--- src/rtl/piso_serial_tx_module_pkg.sv ---
// Shared types and line levels for the PISO serial transmitter.
package tx_pkg;

    typedef enum logic [1:0] {
        IDLE  = 2'd0,
        START = 2'd1,
        DATA  = 2'd2,
        STOP  = 2'd3
    } tx_state_e;

    localparam logic START_BIT  = 1'b0;
    localparam logic STOP_BIT   = 1'b1;
    localparam logic IDLE_LEVEL = 1'b1;

endpackage

--- src/rtl/piso_serial_tx_module_bit_tick_gen.sv ---
// Bit-period counter: tick is high on the last clock of each serial bit.
module bit_tick_gen #(
    parameter int unsigned CLKS_PER_BIT = 4
) (
    input  logic clk,
    input  logic rst_n,
    input  logic clear,
    input  logic en,
    output logic tick
);

    localparam int unsigned CNT_W = (CLKS_PER_BIT > 1) ? $clog2(CLKS_PER_BIT) : 1;
    localparam logic [CNT_W-1:0] CNT_LAST = CNT_W'(CLKS_PER_BIT - 1);

    logic [CNT_W-1:0] cnt_q, cnt_d;

    always_comb begin
        cnt_d = cnt_q;
        if (clear) begin
            cnt_d = '0;
        end else if (en) begin
            cnt_d = (cnt_q == CNT_LAST) ? '0 : cnt_q + CNT_W'(1);
        end
    end

    always_ff @(posedge clk) begin
        if (!rst_n) begin
            cnt_q <= '0;
        end else begin
            cnt_q <= cnt_d;
        end
    end

    assign tick = en && !clear && (cnt_q == CNT_LAST);

endmodule

--- src/rtl/piso_serial_tx_module.sv ---
// Frame transmitter: start bit, DATA_WIDTH bits LSB first, stop bit.
module piso_serial_tx_module
    import tx_pkg::*;
#(
    parameter int unsigned DATA_WIDTH   = 8,
    parameter int unsigned CLKS_PER_BIT = 4
) (
    input  logic                  clk,
    input  logic                  rst_n,
    input  logic [DATA_WIDTH-1:0] data_in,
    input  logic                  load,
    output logic                  ready,
    output logic                  busy,
    output logic                  tx_out,
    output logic                  done
);

    localparam int unsigned IDX_W = (DATA_WIDTH > 1) ? $clog2(DATA_WIDTH) : 1;
    localparam logic [IDX_W-1:0] IDX_LAST = IDX_W'(DATA_WIDTH - 1);

    tx_state_e             state_q, state_d;
    logic [DATA_WIDTH-1:0] shift_q, shift_d;
    logic [IDX_W-1:0]      idx_q, idx_d;
    logic                  tx_q, tx_d;
    logic                  done_q, done_d;
    logic                  tick, tick_clear;

    bit_tick_gen #(
        .CLKS_PER_BIT(CLKS_PER_BIT)
    ) u_tick (
        .clk  (clk),
        .rst_n(rst_n),
        .clear(tick_clear),
        .en   (state_q != IDLE),
        .tick (tick)
    );

    always_comb begin
        state_d    = state_q;
        shift_d    = shift_q;
        idx_d      = idx_q;
        done_d     = 1'b0;
        tick_clear = 1'b0;
        case (state_q)
            IDLE: begin
                if (load) begin
                    shift_d    = data_in;
                    tick_clear = 1'b1;
                    state_d    = START;
                end
            end
            START: begin
                if (tick) begin
                    state_d = DATA;
                    idx_d   = '0;
                end
            end
            DATA: begin
                if (tick) begin
                    shift_d = shift_q >> 1;
                    if (idx_q == IDX_LAST) begin
                        state_d = STOP;
                    end else begin
                        idx_d = idx_q + IDX_W'(1);
                    end
                end
            end
            STOP: begin
                if (tick) begin
                    state_d = IDLE;
                    done_d  = 1'b1;
                end
            end
            default: state_d = IDLE;
        endcase

        // Line level is registered from the next state so it changes on the same edge.
        tx_d = IDLE_LEVEL;
        case (state_d)
            START:   tx_d = START_BIT;
            DATA:    tx_d = shift_d[0];
            STOP:    tx_d = STOP_BIT;
            default: tx_d = IDLE_LEVEL;
        endcase
    end

    always_ff @(posedge clk) begin
        if (!rst_n) begin
            state_q <= IDLE;
            shift_q <= '0;
            idx_q   <= '0;
            tx_q    <= IDLE_LEVEL;
            done_q  <= 1'b0;
        end else begin
            state_q <= state_d;
            shift_q <= shift_d;
            idx_q   <= idx_d;
            tx_q    <= tx_d;
            done_q  <= done_d;
        end
    end

    assign ready  = (state_q == IDLE);
    assign busy   = ~ready;
    assign tx_out = tx_q;
    assign done   = done_q;

endmodule

--- config.mk ---
export PLATFORM = sky130hd
export DESIGN_NAME = piso_serial_tx_module
export DESIGN_NICKNAME = d
export VERILOG_FILES = /design/src/rtl/piso_serial_tx_module_pkg.sv /design/src/rtl/piso_serial_tx_module_bit_tick_gen.sv /design/src/rtl/piso_serial_tx_module.sv
export SDC_FILE = /design/constraint.sdc
export NUM_CORES = 1
export LEC_CHECK = 0
export CAP_MARGIN = 0
export CORE_UTILIZATION = 25
export DETAILED_ROUTE_END_ITERATION = 10
export GPL_TIMING_DRIVEN = 0
export PLACE_DENSITY = 0.53
export SLEW_MARGIN = 15
export SYNTH_ARGS = -nofsm -noshare
export SYNTH_HDL_FRONTEND = slang
export SYNTH_SLANG_ARGS = --single-unit
--- constraint.sdc ---
create_clock -name clk -period 1.8 [get_ports clk]
set_clock_uncertainty 0.15 [all_clocks]
set_input_delay 0.18 -clock clk [delete_from_list [all_inputs] [get_ports clk]]
set_output_delay 0.18 -clock clk [all_outputs]
set_load 0.01 [all_outputs]
==> flow_metrics.tcl <==
set metrics [dict create \
    dieWidth_um 60.3 \
    crit_family "simple AND/OR/NAND/NOR gates" \
    dp_slack_ps -145 \
    yosysWarnings 0 \
    initial_utilization_pct 27.1 \
    p_sw_share_pct 25.4 \
    synthXorXnorAreaFrac_pct 1.03 \
    outcome "complete, no violations" \
    slowest_stage "dfxtp_2" \
    whs_endpoint "shift_q[4]" \
    n_fill_cell 325 \
    path_clk_slew_ps 100 \
    grtUsageTotal_pct 11.5 \
    grt_pass1_wl_um 3060 \
    ff2ff_path_depth 6 \
    drt_iter0_drc 30 \
    syn_area_um2 848 \
    synth_fa_ha_area_share_pct 4.42 \
    hold_start "shift_q[4]" \
    drive_gt1_share_pct 14.2 \
    synthSimpleGateAreaFrac_pct 23.6 \
    num_io_pins 15 \
    die_h_um 60.3 \
    ant_nets 0 \
    grt_pass1_vias 679 \
    slowest_delay_ps 360 \
    reg2reg_slack_ps 80 \
    hold_path_depth 2 \
    cts_sinks 17 \
    dieArea_um2 3630 \
    ir_drop_mv 0.158 \
    io_buffers 14 \
    via_per_inst 4.78 \
    core.rowCount 20 \
    clk-insertion-delay-late_ps 290 \
    wl_per_cell_um 11.4 \
    tightest_slew_ps 619 \
    worstPathRequired_ps 1840 \
    cts_made_buffers 3 \
    antenna_found_initial 0 \
    drc 0 \
    final-setup-viol-count 0 \
    postCtsHoldBufs 0 \
    synth_cells 95 \
    switching_power_w 0.000184 \
    start_kind "flop" \
    crit_path_end_kind "flop" \
    path_max_fanout 6 \
    yosys_register_bits 17 \
    post-dp-hpwl_um 1220 \
    totalWireLength_um 1790 \
    p_leak_nw 0.404 \
    slew-limit-headroom_pct 58.6 \
    grt_start_max_net_pins 11 \
    path_class "reg2reg" \
    avgSynthCellArea_um2 8.93 \
    synthMuxAreaShare_pct 0 \
    worst_slack_ps 81.0 \
    synth_top_family_by_area "compound AO/OA/AOI/OAI gates" \
    cts_buffer_depth 2 \
    seqPwrFrac_pct 55.9 \
    area_growth_pct 30.4 \
    cts_root_buffer "clkbuf_4" \
    grt_overflow_total 0 \
    antenna_cells_inserted 0 \
    cap_violations 0 \
    synth_compound_area_share_pct 25.5 \
    final.period_utilization_pct 95.5 \
    nets 128 \
    cp_num_buf_inv 0 \
    core_area_um2 3130 \
    grt_setup_unrepaired "false" \
    crit_chain "ha_4, ha_4, or3b_1, o21ai_1, nand2_1, a32o_1" \
    tritoncts "done" \
    finalMaxSlewViolations 0 \
    gp_congestion 0.715 \
    drt_pass1_iterations 4 \
    min_period_ps 1720 \
    r2r-end "idx_q[2]" \
    p_int_w 0.000540 \
    cts_setup_buffers 0 \
    max_freq_mhz 582 \
    critPathMostFrequentCell "ha_4" \
    p_comb_share_pct 15.6 \
    p_per_area_nw_per_um2 655 \
    r2r-start "idx_q[0]" \
    synth.distinct_cells 34 \
    final_cells 157 \
    hold_viol 0 \
    ys_seq_area_share_pct 40.1 \
    fin_setup_tns_ps 0 \
    clockPowerShare_pct 28.4 \
    place_inst 153 \
    vias 751 \
    htreeDepth 1 \
    synth_nets 109 \
    arrival_ps 1760 \
    holdCritPathClass "reg2reg" \
]
-- worst register-to-register path, cell delays in order, from the launching register on --
cell     delay [ps]
dfxtp_2         360
ha_4            160
ha_4            170
or3b_1          340
o21ai_1         100
nand2_1          90
a32o_1          260
-- cells in the mapped netlist --
library cell / instances / area share (%)
nor2b_1: 5 / 3.7
nand3_1: 3 / 1.8
nand3b_1: 2 / 1.8
o21ai_1: 1 / 0.59
a21oi_1: 6 / 3.5
and3b_1: 1 / 1.0
o21ai_0: 2 / 1.2
buf_4: 1 / 0.89
a32o_1: 2 / 2.4
and2_1: 1 / 0.74
nor3b_1: 1 / 0.89
or2b_1: 1 / 0.89
nor2_1: 3 / 1.3
buf_6: 1 / 1.3
inv_1: 2 / 0.89
or3b_1: 1 / 1.0
clkbuf_1: 1 / 0.44
a22oi_1: 7 / 6.2
a31oi_1: 1 / 0.74
a21boi_1: 6 / 5.3
a31o_1: 1 / 1.0
a21boi_0: 2 / 1.8
dfxtp_1: 17 / 40
clkbuf_2: 1 / 0.59
xnor2_1: 1 / 1.0
nor3_1: 3 / 1.8
o21a_1: 2 / 1.8
buf_2: 2 / 1.2
nor2_4: 1 / 1.3
nor3b_2: 1 / 1.5
nand2b_1: 2 / 1.5
a221oi_1: 1 / 1.0
ha_1: 3 / 4.4
nand2_1: 10 / 4.4
-- stage by stage --
step / hold WS, ps / area, um^2 / power (W) / utilization [%]
final: 309 / 1110 / 0.000724 / 35.4
after global routing: 336 / 1110 / 0.000769 / 35.4
after CTS: 312 / 1080 / 0.000730 / 34.4
after detailed placement: 298 / 1040 / 0.000525 / 33.4
after global placement: 294 / 1040 / 0.000523 / 33.4
after floorplan: 183 / 848 / 0.000473 / -
-- power by group through the flow --
| stage | sequential, W | clock (W) | combinational (W) |
|---|---|---|---|
| after global placement | 0.000413 | 0 | 0.000111 |
| after floorplan | 0.000411 | 0 | 0.0000619 |
| after CTS | 0.000405 | 0.000214 | 0.000111 |
| final | 0.000405 | 0.000206 | 0.000113 |
| after global routing | 0.000408 | 0.000235 | 0.000127 |
| after detailed placement | 0.000413 | 0 | 0.000112 |
-- layout by cell type, fill, tap and decap left out, types with 2 or more instances in the layout --
| cell type | synthesis | final |
|---|---|---|
| ha_4 | 0 | 2 |
| a21oi_1 | 6 | 6 |
| clkdlybuf4s50_1 | 0 | 12 |
| o21ai_0 | 2 | 2 |
| a32o_1 | 2 | 2 |
| nor2_1 | 3 | 2 |
| nor3_1 | 3 | 3 |
| dfxtp_2 | 0 | 2 |
| inv_1 | 2 | 2 |
| nand3b_1 | 2 | 2 |
| nand2_1 | 10 | 10 |
| nor2b_1 | 5 | 5 |
| clkbuf_4 | 0 | 3 |
| a21boi_1 | 6 | 6 |
| o21a_1 | 2 | 2 |
| nand2b_1 | 2 | 2 |
| buf_4 | 1 | 2 |
| dlygate4sd2_1 | 0 | 2 |
| clkbuf_1 | 1 | 2 |
| dfxtp_1 | 17 | 15 |
| a21boi_0 | 2 | 2 |
| nand3_1 | 3 | 3 |
| a22oi_1 | 7 | 7 |
-- state kept, by name, summed over array words and instances, names as in the netlist --
register	cells
shift_q	8
idx_q	3
done	1
tx_out	1
u_tick.cnt_q	2
state_q	2
-- cell type report --
type                            count  area [um^2]  area share, %
Multi-Input combinational cell     70          497           44.9
Sequential cell                    17          343           31.0
Timing Repair Buffer               14          138           12.4
Tap cell                           44         55.1           4.98
Buffer                              6         40.0           3.62
Clock buffer                        4         26.3           2.38
Inverter                            2         7.51          0.679
-- worst max-delay path by stage --
stage                 endpoint  cells after the start  startpoint  slack [ps]
floorplan             idx_q[2]                      6    idx_q[0]          90
global placement    shift_q[7]                      5        load        -150
detailed placement  shift_q[7]                      5        load        -140
CTS                   idx_q[1]                      6    idx_q[0]          10
global route          idx_q[1]                      6    idx_q[0]          30
finish                idx_q[2]                      6    idx_q[0]          80
-- cell families (layout without fill, tap and decap cells) --
group / after synthesis / count (layout)
AOI/OAI and AO/OA: 31 / 31
xor gates and xnor gates: 1 / 1
adders and majority gates: 3 / 3
buffers and inverters: 8 / 26
DFF: 17 / 17
and+or+nand+nor: 35 / 35
-- layer usage --
metal | up-vias | part of all wire [%] | track usage, %
met1 | 350 | 50 | 16.0
met3 | 4 | 4.8 | 1.73
met5 | - | 0 | 0
met2 | 19 | 43 | 15.9
li1 | 378 | - | -
met4 | 0 | 2.2 | 7.97
-- timing repair --
action / in CTS / in global routing
resized for setup: 6 / 5
pin swaps: 0 / 1
endpoints found under the setup margin: 4 / 3
Power figures use the tool's default switching activity.
